[src/rtl/msk_pkg.sv]
// Shared definitions for the masked-register family: randomness width,
// share/mask bit indexing and refresh-mode encoding.
package msk_pkg;

   localparam int REFRESH_OFF = 0;
   localparam int REFRESH_ON  = 1;

   function automatic int rnd_width(input int d, input int count);
      return (d > 1) ? count * (d - 1) : 1;
   endfunction

   function automatic int share_idx(input int b, input int s, input int d);
      return b * d + s;
   endfunction

   function automatic int rnd_idx(input int b, input int k, input int d);
      return b * (d - 1) + k;
   endfunction

endpackage

[src/rtl/msk_refresh_xor.sv]
// Combinational re-masking of a Boolean sharing: shares 0..d-2 take one fresh
// mask each, the last share absorbs the XOR of all of them.
module msk_refresh_xor
   import msk_pkg::*;
#(
   parameter int d     = 2,
   parameter int count = 1
) (
   input  logic [count*d-1:0]              in,
   input  logic [rnd_width(d, count)-1:0]  rnd,
   output logic [count*d-1:0]              out
);

   // Each output share sees only its own input share plus randomness.
   for (genvar gi = 0; gi < count; gi++) begin : g_bit
      logic [d-2:0] mask;
      assign mask = rnd[rnd_idx(gi, 0, d) +: (d - 1)];

      for (genvar gk = 0; gk < d - 1; gk++) begin : g_share
         assign out[share_idx(gi, gk, d)] = in[share_idx(gi, gk, d)] ^ mask[gk];
      end

      assign out[share_idx(gi, d - 1, d)] = in[share_idx(gi, d - 1, d)] ^ (^mask);
   end

endmodule

[src/rtl/msk_reg_pipe.sv]
// Masked pipeline register: LAT stages of count*d shares with a travelling
// valid bit, common stall enable and optional refresh at stage 0.
module msk_reg_pipe
   import msk_pkg::*;
#(
   parameter int d       = 2,
   parameter int count   = 1,
   parameter int LAT     = 2,
   parameter int REFRESH = REFRESH_OFF
) (
   input  logic                            clk,
   input  logic                            rst_n,
   input  logic                            en,
   input  logic                            in_valid,
   input  logic [count*d-1:0]              in,
   input  logic [rnd_width(d, count)-1:0]  rnd,
   output logic [count*d-1:0]              out,
   output logic                            out_valid
);

   localparam int W = count * d;

   logic [W-1:0]   s0_d;
   logic [W-1:0]   stage_q [LAT];
   logic [LAT-1:0] valid_q;

   if ((REFRESH == REFRESH_ON && d < 2) || LAT < 1 || d < 1 || count < 1) begin : g_illegal
      $error("msk_reg_pipe: illegal parameters (REFRESH=1 needs d>=2, LAT/d/count >= 1)");
   end else if (REFRESH == REFRESH_ON) begin : g_refresh
      msk_refresh_xor #(
         .d     (d),
         .count (count)
      ) u_refresh (
         .in  (in),
         .rnd (rnd),
         .out (s0_d)
      );
   end else begin : g_plain
      logic unused_rnd;
      assign unused_rnd = ^rnd;
      assign s0_d       = in;
   end

   // Data registers are never gated by valid: invalid words shift as well.
   for (genvar gs = 0; gs < LAT; gs++) begin : g_stage
      logic [W-1:0] d_in;
      logic         v_in;
      logic [W-1:0] q;
      logic         v;

      if (gs == 0) begin : g_head
         assign d_in = s0_d;
         assign v_in = in_valid;
      end else begin : g_body
         assign d_in = stage_q[gs-1];
         assign v_in = valid_q[gs-1];
      end

      always_ff @(posedge clk or negedge rst_n) begin
         if (!rst_n) begin
            q <= '0;
            v <= 1'b0;
         end else if (en) begin
            q <= d_in;
            v <= v_in;
         end
      end

      assign stage_q[gs] = q;
      assign valid_q[gs] = v;
   end

   assign out       = stage_q[LAT-1];
   assign out_valid = valid_q[LAT-1];

endmodule

[config.mk]
export PLATFORM = sky130hd
export DESIGN_NAME = msk_reg_pipe
export DESIGN_NICKNAME = d
export VERILOG_FILES = /design/src/rtl/msk_pkg.sv /design/src/rtl/msk_refresh_xor.sv /design/src/rtl/msk_reg_pipe.sv
export SDC_FILE = /design/constraint.sdc
export NUM_CORES = 1
export LEC_CHECK = 0
export CAP_MARGIN = 40
export CORE_AREA = 2 2 39 41
export DETAILED_ROUTE_END_ITERATION = 6
export DIE_AREA = 0 0 41 43
export GPL_TIMING_DRIVEN = 0
export MAX_ROUTING_LAYER = met4
export PLACE_DENSITY = 0.5
export SLEW_MARGIN = 20
export SYNTH_ARGS = -nofsm -noshare
export SYNTH_HDL_FRONTEND = slang
export SYNTH_SLANG_ARGS = --single-unit
[constraint.sdc]
create_clock -name clk -period 2.6 [get_ports clk]
set_clock_uncertainty 0.15 [all_clocks]
set_input_delay 0.52 -clock clk [delete_from_list [all_inputs] [get_ports clk]]
set_output_delay 0.52 -clock clk [all_outputs]
set_load 0.01 [all_outputs]
==> parameters.txt, run 1 <==
Parameter                              Value

Status
  Status ... completed

Setup path
  Worst-path cell with the longest stage delay ... clkdlybuf4s50_1
  Bufs and invs on worst path ... 1
  Endpoint required time on the critical path ... about 1.9 ns
  Worst setup path class ... flop to output port
  Critical Path Max Stage Delay ... 0.54 ns
  Crit path arrival time ... ~1.1 ns
  CP Launch Type ... flop
  Worst path top cell family by delay ... buffers and inverters
  Crit. End Element ... output port
  Highest fanout seen on the critical path ... 2
  Crit-path cells ... clkdlybuf4s50_1

CTS
  Root buf cell ... clkbuf_4
  Insertion delay to the later sink of the worst-skew pair ... ~0.24 ns
  TritonCTS Buffers ... 3
  H-tree depth reported by CTS ... 1
  Hold-fix buffers at CTS ... 0
  Register clock-pin slew on the reported worst setup and hold paths ... roughly 0.050 ns
  Number of resized instances in the post-cts repair step ... 0
  Number of buffers on the longest clock path ... 2
  Clock net sink count ... 6
  CTS tree ... yes
  Post-CTS Repair Setup Buffers ... 0

GRT
  Number of global-route vias before repair ... ~150
  Global routing usage summed across all routing layers ... 0.06736
  Global route overflow ... 0
  Global-route wire length before repair ... 676 µm
  Initial antenna violation count ... 0
  Pin count of the biggest net entering global routing ... 7

Timing
  Period Utilization, post-route ... 0.6909
  Setup repair after global routing missed its margin ... no
  Final TNS setup ... 0 ns
  Worst-case headroom to the max-slew limit ... 0.8207
  Final slew viol count ... 0
  Minimum clock period ... about 1.8 ns
  Achievable frequency ... roughly 0.56 GHz
  Count of endpoints failing hold in the final timing report ... 0
  Transition time of the tightest slew-check pin ... between 0.2 and 0.3 ns
  Final setup viols ... 0

Synthesis
  Syn_area_per_cell ... around 19 µm²
  Cells taking the most area after synthesis ... dfrtp_1, mux2_4, buf_6
  Number of distinct library cell variants in the gate-level netlist after synthesis ... 3
  Proportion of netlist area held by the largest area contributor ... 0.5970
  Post-Synthesis Net Count ... 20
  Post-synth EDFFs ... 0
  Share of synthesized registers carrying an async set or reset ... 1.000
  Sequential area share after synthesis ... 0.5970
  Gate count of the mapped netlist ... 13
  Number of synthesized register bits ... 6
  Post-synthesis cell type with the largest combined area ... dfrtp_1
  Yosys Warn Count ... 0
  Post-synth top cells ... dfrtp_1, mux2_4, buf_6
  Post-Syn Area ... roughly 250 µm²
  Top flip-flop cell by instance count after synthesis ... dfrtp_1

Finish
  Fraction of final layout cells sized beyond drive strength 1 ... 0.4348
  Area Overhead vs Synth ... 44.78%
  Fill cell total of the finished layout ... between 100 and 150
  Count of antenna diodes in the layout ... 0
  Layout net count ... 32
  Area taken by multi-input logic gates ... 90.09 µm²
  Finished layout cell area ... between 300 and 400 µm²
  Sequential cell area in the final layout ... approximately 150 µm²

Drt
  Post-route DRC ... 0
  DRT Wirelength ... about 400 µm
  Antenna-violating nets left ... 0
  Average via count per standard cell ... approximately 3.6
  TritonRoute pass-1 iters ... 2
  Routed length per placed instance ... 10.54 µm
  Vias after detailed routing ... 140
  Starting DRT DRC Count ... 2

Placement
  Post-Place Cell Area ... 341.6 µm²
  Routability cong. ... approximately 0.56
  # port buffers ... 7

Run
  Number of maximum-capacitance constraint violations ... 0

Floorplan
  Die extent in y ... approximately 43 µm
  Total die area ... 1763 µm²
  Area of the core ... approximately 1400 µm²
  Starting utilization of the core area ... 0.1817
  Die span in x ... between 40 and 50 µm
  Num rows ... 14
  Number of top-level pins ... 10

Pwr
  Power density relative to cell area ... 673.0 nW/µm²
  Static leakage power ... approximately 0.17 nW
  Worst ir drop on vdd ... roughly 0.26 mV

Min path
  Hold Path Class ... flop to flop
[area by class of cell]
type	instances	area share
Tap cell	16	0.05498
Multi-Input combinational cell	6	0.2474
Clock buffer	3	0.06186
Timing Repair Buffer	7	0.1924
Buffer	1	0.03093
Sequential cell	6	0.4124
[cells in the final DEF, fill, tap and decap left out]
cell type        synthesis  layout
clkdlybuf4s50_1          0       7
mux2_4                   6       6
dfrtp_1                  6       6
clkbuf_4                 0       3
buf_6                    1       1
[stage by stage]
step	setup slack, ns	std cells	hold slack, ns	util	total power, mW
2_1_floorplan	1.407	13	0.07441	-	0.1375
3_3_place_gp	1.066	36	0.3430	0.2468	0.1606
3_5_place_dp	1.068	36	0.3416	0.2468	0.1616
4_1_cts	0.7940	39	0.3629	0.2631	0.2508
5_1_grt	0.7450	39	0.3787	0.2631	0.2617
6_report	0.8037	39	0.3630	0.2631	0.2450
[flip-flops by register name (all words and copies together), names as in the netlist]
name and flops:
out 2, out_valid 1, g_stage.v 1, g_stage.q 2
[routing by layer]
metal / global-route usage / vias up / wire length, µm
li1: - / 65 / -
met1: 0.08882 / 66 / 197
met2: 0.06250 / 9 / 162
met3: 0.04712 / 0 / 51
met4: 0.06000 / 0 / 0
met5: - / - / 0
[power breakdown]
group | total (mW) | switching (mW) | leakage [nW] | internal [mW]
clock | 0.0845 | 0.0323 | 0.0138 | 0.0521
sequential | 0.112 | 0.00676 | 0.0703 | 0.105
combinational | 0.0484 | 0.0134 | 0.0827 | 0.0349
[kinds of logic after synthesis]
logic type             share of synthesized area
flip-flops                                0.5970
multiplexers                              0.3582
buffers and inverters                    0.04477
[final timing paths]
| check | to | cells after the start | slack, ns | startpoint |
|---|---|---|---|---|
| max | out_valid | 1 | 0.80 | out_valid$_DFFE_PN0P_ |
| max reg2reg | g_stage[0].v$_DFFE_PN0P_ | 1 | 1.68 | g_stage[0].v$_DFFE_PN0P_ |
| max in group asynchronous | g_stage[0].v$_DFFE_PN0P_ | 1 | 1.72 | rst_n |
| min reg2reg | g_stage[0].q[1]$_DFFE_PN0P_ | 1 | 0.36 | g_stage[0].q[1]$_DFFE_PN0P_ |
| min | g_stage[0].q[1]$_DFFE_PN0P_ | 1 | 0.36 | g_stage[0].q[1]$_DFFE_PN0P_ |
| min in group asynchronous | g_stage[0].q[1]$_DFFE_PN0P_ | 1 | 0.37 | rst_n |
Note: power is estimated with default switching activity, not from simulation.
==> run 2, diff against run 1 <==
==> constraint.sdc (replaced) <==
create_clock -name clk -period 1.7 [get_ports clk]
set_clock_uncertainty 0.15 [all_clocks]
set_input_delay 0.34 -clock clk [delete_from_list [all_inputs] [get_ports clk]]
set_output_delay 0.34 -clock clk [all_outputs]
set_load 0.01 [all_outputs]
==> results of run 2 <==
Same layout as run 1 (identical final DEF). Status: completed.
Main changes from that run: setup slack after placement 1.068 ns -> 0.3484 ns; setup slack after layout 0.8037 ns -> 0.08370 ns; hold slack 0.3630 ns -> 0.1897 ns; register-to-register setup slack 1.68 ns -> 0.78 ns; total power 0.2450 mW -> 0.3748 mW; worst IR drop on VDD 0.2622 mV -> 0.4010 mV
==> edit 1: new RTL, config.mk and constraints of run 2 <==
Set the parameter `LAT` to 4 (it was 2).
--- a/src/rtl/msk_reg_pipe.sv
+++ b/src/rtl/msk_reg_pipe.sv
@@ -6,5 +6,5 @@
    parameter int d       = 2,
    parameter int count   = 1,
-   parameter int LAT     = 2,
+   parameter int LAT     = 4,
    parameter int REFRESH = REFRESH_OFF
 ) (
Formal check against the unedited RTL: not equivalent (Yosys sat finds a counterexample within 4 cycles, from zero or initial values and one cycle with rst_n low).
==> edit 1 against run 2 <==
  * Critical path depth did not move
  * First-iteration DRC count fell by 100%
  * Total power rose by 78%
  * Routed wire length rose by 67%
  * Sequential cell count rose by 6
  * Worst hold slack improved by 82 ps
  * Core utilization rose by 18 points
  * Worst setup slack got worse by 14 ps
  * Area after synthesis rose by 93%
  * Final area rose by 67%
  * Largest cell class unchanged
  * Sequential share of layout area rose by 8.2 points
  * Die area did not move
  * Non-clock buffer count rose by 1
  * Critical path type unchanged
==> edit 1: results <==
metrics = {
    "status": {
        "status": "finished, final reports clean",
    },
    "critical_path": {
        "cp_slowest_cell": "clkdlybuf4s50_1",
        "r2r_start": "g_stage[2].q[1]",
        "crit_fanout": 2,
        "max_stage_delay_ps": 530,
    },
    "power": {
        "leakagePower_nw": 0.282,
        "ir_worst_vdd_mv": 0.467,
    },
    "routing": {
        "detail_route.iter0.violations": 0,
        "first_pass_iters": 1,
        "viasPerCell": 4.58,
        "wl_per_cell_um": 13.2,
    },
    "timing": {
        "worstMarginPinSlew_ps": 515,
    },
    "global_route": {
        "grt_usage_pct": 12.0,
        "grt_first_pass_wirelength_um": 1290,
        "grt_use_met3_pct": 3.14,
        "grtUsageMet1_pct": 13.3,
        "grt_pass1_vias": 299,
        "grtUsageMet2_pct": 16.3,
        "grt_max_degree": 13,
    },
    "hold_path": {
        "hp-class": "input pin to asynchronous set/reset pin",
    },
    "synth": {
        "synth_area_leaders": "dfrtp_1, mux2_4, mux2_2",
        "async_flop_share_pct": 100,
        "synth_nets": 32,
        "synth_common_cells": "dfrtp_1, mux2_4, mux2_2",
        "yosysSeqAreaShare_pct": 62.0,
        "synth.distinct_cells": 4,
    },
    "cells_and_area": {
        "drive_above_1_share_pct": 44.4,
        "nFillCells": 122,
        "fin_nets": 45,
    },
    "placed_design": {
        "gp_congestion": 0.632,
        "dp_slack_ps": 28.0,
        "io_buffer_count": 8,
    },
    "clocking": {
        "clock_latency_ps": 260,
        "cts_buffer_depth": 2,
        "root_buffer": "clkbuf_4",
    },
}
==> edit 1: cells by family (layout without fill, tap and decap cells) <==
| logic type | count (synthesis) | after routing | synth area share (%) |
|---|---|---|---|
| mux | 12 | 12 | 35.7 |
| flops | 12 | 12 | 62.0 |
| buf+inv | 1 | 12 | 2.33 |
==> edit 1: path summary, 6_finish.rpt <==
check / slack (ps) / end
worst max-delay path: 70 / out_valid
worst min-delay path: 270 / g_stage[1].v
worst max register to register: 780 / g_stage[2].q[1]
worst min register to register: 360 / out[1]
max in group asynchronous: 790 / g_stage[2].q[0]
min in group clk: 360 / out[1]
==> edit 1: layout make-up <==
type	count	share of cell area, %
clock buffers	3	3.71
multi-input cells	12	28.5
flip-flops and latches	12	49.5
well taps	16	3.30
repair buffers	8	13.2
plain buffers	1	1.86
==> edit 1: report_power, final <==
part           internal (mW)  switching [mW]  total [mW]  leakage (nW)
Combinational          0.104          0.0404       0.145         0.127
Clock                 0.0816          0.0783       0.160        0.0138
Sequential             0.335          0.0274       0.362         0.141
==> edit 1: layer usage <==
metal / vias up / wire length [µm] / part of all wire, %
met5: - / 0 / 0
met4: 0 / 13 / 1.9
met3: 2 / 31 / 4.5
met2: 6 / 346 / 50
met1: 120 / 295 / 43
li1: 110 / - / -
==> edit 1: stage by stage <==
stage | hold WS, ps | instance area [µm²] | cells
2_1_floorplan | -106 | 484 | 25
3_5_place_dp | 350 | 584 | 49
5_1_grt | 304 | 607 | 52
3_3_place_gp | 341 | 584 | 49
4_1_cts | 284 | 607 | 52
6_report | 271 | 607 | 52
==> edit 2: new RTL, settings of run 2 <==
Made on the original files. Put a register stage on the output `out`, cleared by the reset. The value now appears one clock later. The other outputs are not delayed to match.
--- a/src/rtl/msk_reg_pipe.sv
+++ b/src/rtl/msk_reg_pipe.sv
@@ -20,4 +20,6 @@
 
    localparam int W = count * d;
+
+   logic [count*d-1:0] out_d;
 
    logic [W-1:0]   s0_d;
@@ -71,6 +73,14 @@
    end
 
-   assign out       = stage_q[LAT-1];
+   assign out_d     = stage_q[LAT-1];
    assign out_valid = valid_q[LAT-1];
+
+   always_ff @(posedge clk or negedge rst_n) begin
+      if (!rst_n) begin
+         out <= '0;
+      end else begin
+         out <= out_d;
+      end
+   end
 
 endmodule
Formal check against the unedited RTL: not equivalent (Yosys sat finds a counterexample within 4 cycles, from zero or initial values and one cycle with rst_n low).
==> edit 2 against run 2 <==
  * Final area up 14%
  * Critical endpoint unchanged
  * Clock power up 14%
  * Critical path type unchanged
  * Area after synthesis up 20%
  * First-iteration DRC count up 50%
  * Routed wire length up 13%
  * Synthesized cell count up 15%
  * Sequential cell count up 2
  * Highest routed layer is now met4
  * Worst setup slack worse by 2.8 ps
  * Total power up 20%
==> edit 2: results <==
metrics = {
    "status": {
        "status": "finished, final reports clean",
    },
    "cells_and_area": {
        "fin_nets": 34,
        "antennaDiodeCount": 0,
        "nFillCells": 143,
        "drive_above_1_share_pct": 40.0,
        "reg_top3": "g_stage.q (4), out (2)",
    },
    "timing": {
        "worstMarginPinSlew_ps": 349,
    },
    "routing": {
        "detail_route.iter0.violations": 3,
        "first_pass_iters": 2,
        "wl_per_cell_um": 11.3,
        "via_count": 156,
    },
    "hold_path": {
        "hp-class": "input pin to asynchronous set/reset pin",
    },
    "critical_path": {
        "crit_fanout": 2,
        "max_stage_delay_ps": 530,
    },
    "synth": {
        "yosysSeqAreaShare_pct": 66.4,
        "synth_nets": 22,
        "synth_common_cells": "dfrtp_1, mux2_4, buf_6",
        "synth_area_leaders": "dfrtp_1, mux2_4, buf_6",
    },
    "placed_design": {
        "gp_congestion": 0.550,
        "dp_slack_ps": 355,
    },
    "global_route": {
        "grt_pass1_vias": 171,
        "grt_max_degree": 9,
        "grt_usage_pct": 7.40,
        "grt_first_pass_wirelength_um": 724,
    },
    "clocking": {
        "htreeDepth": 1,
    },
    "power": {
        "leakagePower_nw": 0.190,
        "ir_worst_vdd_mv": 0.272,
    },
}
[edit 2: per-stage QoR]
step | hold slack (ps) | instances | cell area (µm²)
finish | 206 | 41 | 414
global route | 240 | 41 | 414
CTS | 219 | 41 | 414
detailed placement | 226 | 38 | 392
global placement | 215 | 38 | 392
floorplan | -106 | 15 | 302
[edit 2: cell type report]
type / count / area (µm²) / area share, %
Tap cell: 16 / 20.0 / 4.83
Clock buffer: 3 / 22.5 / 5.44
Sequential cell: 8 / 200 / 48.3
Buffer: 1 / 11.3 / 2.72
Timing Repair Buffer: 7 / 70.1 / 16.9
Multi-Input combinational cell: 6 / 90.1 / 21.8
[edit 2: kinds of logic after synthesis]
kind of cell / after synthesis / synth area share (%)
multiplexers: 6 / 29.9
flip-flops: 8 / 66.4
buffers and inverters: 1 / 3.73
[edit 2: path summary, 6_finish.rpt]
check                           startpoint               to  slack [ps]  cells after the start
setup reg to reg           g_stage[1].q[0]  g_stage[1].q[0]         780                      1
min in group clk                        en  g_stage[0].q[1]         230                      2
max in group asynchronous            rst_n  g_stage[1].q[1]         940                      1
hold reg to reg            g_stage[1].q[0]           out[0]         240                      0
hold / removal                       rst_n        out_valid         210                      1
setup / recovery                 out_valid        out_valid          80                      1
[edit 2: power by group]
group          switching, mW  total (mW)  leakage [nW]  internal [mW]
registers             0.0114       0.227        0.0937          0.215
clock network         0.0658       0.147        0.0138         0.0809
logic                 0.0217      0.0752        0.0827         0.0535
[edit 2: metal layers]
metal,up-vias,global-route usage (%),wire [µm]
li1,71,-,-
met1,74,9.36,235
met2,9,6.88,177
met3,2,3.14,44
met4,0,10.0,7
met5,-,-,0
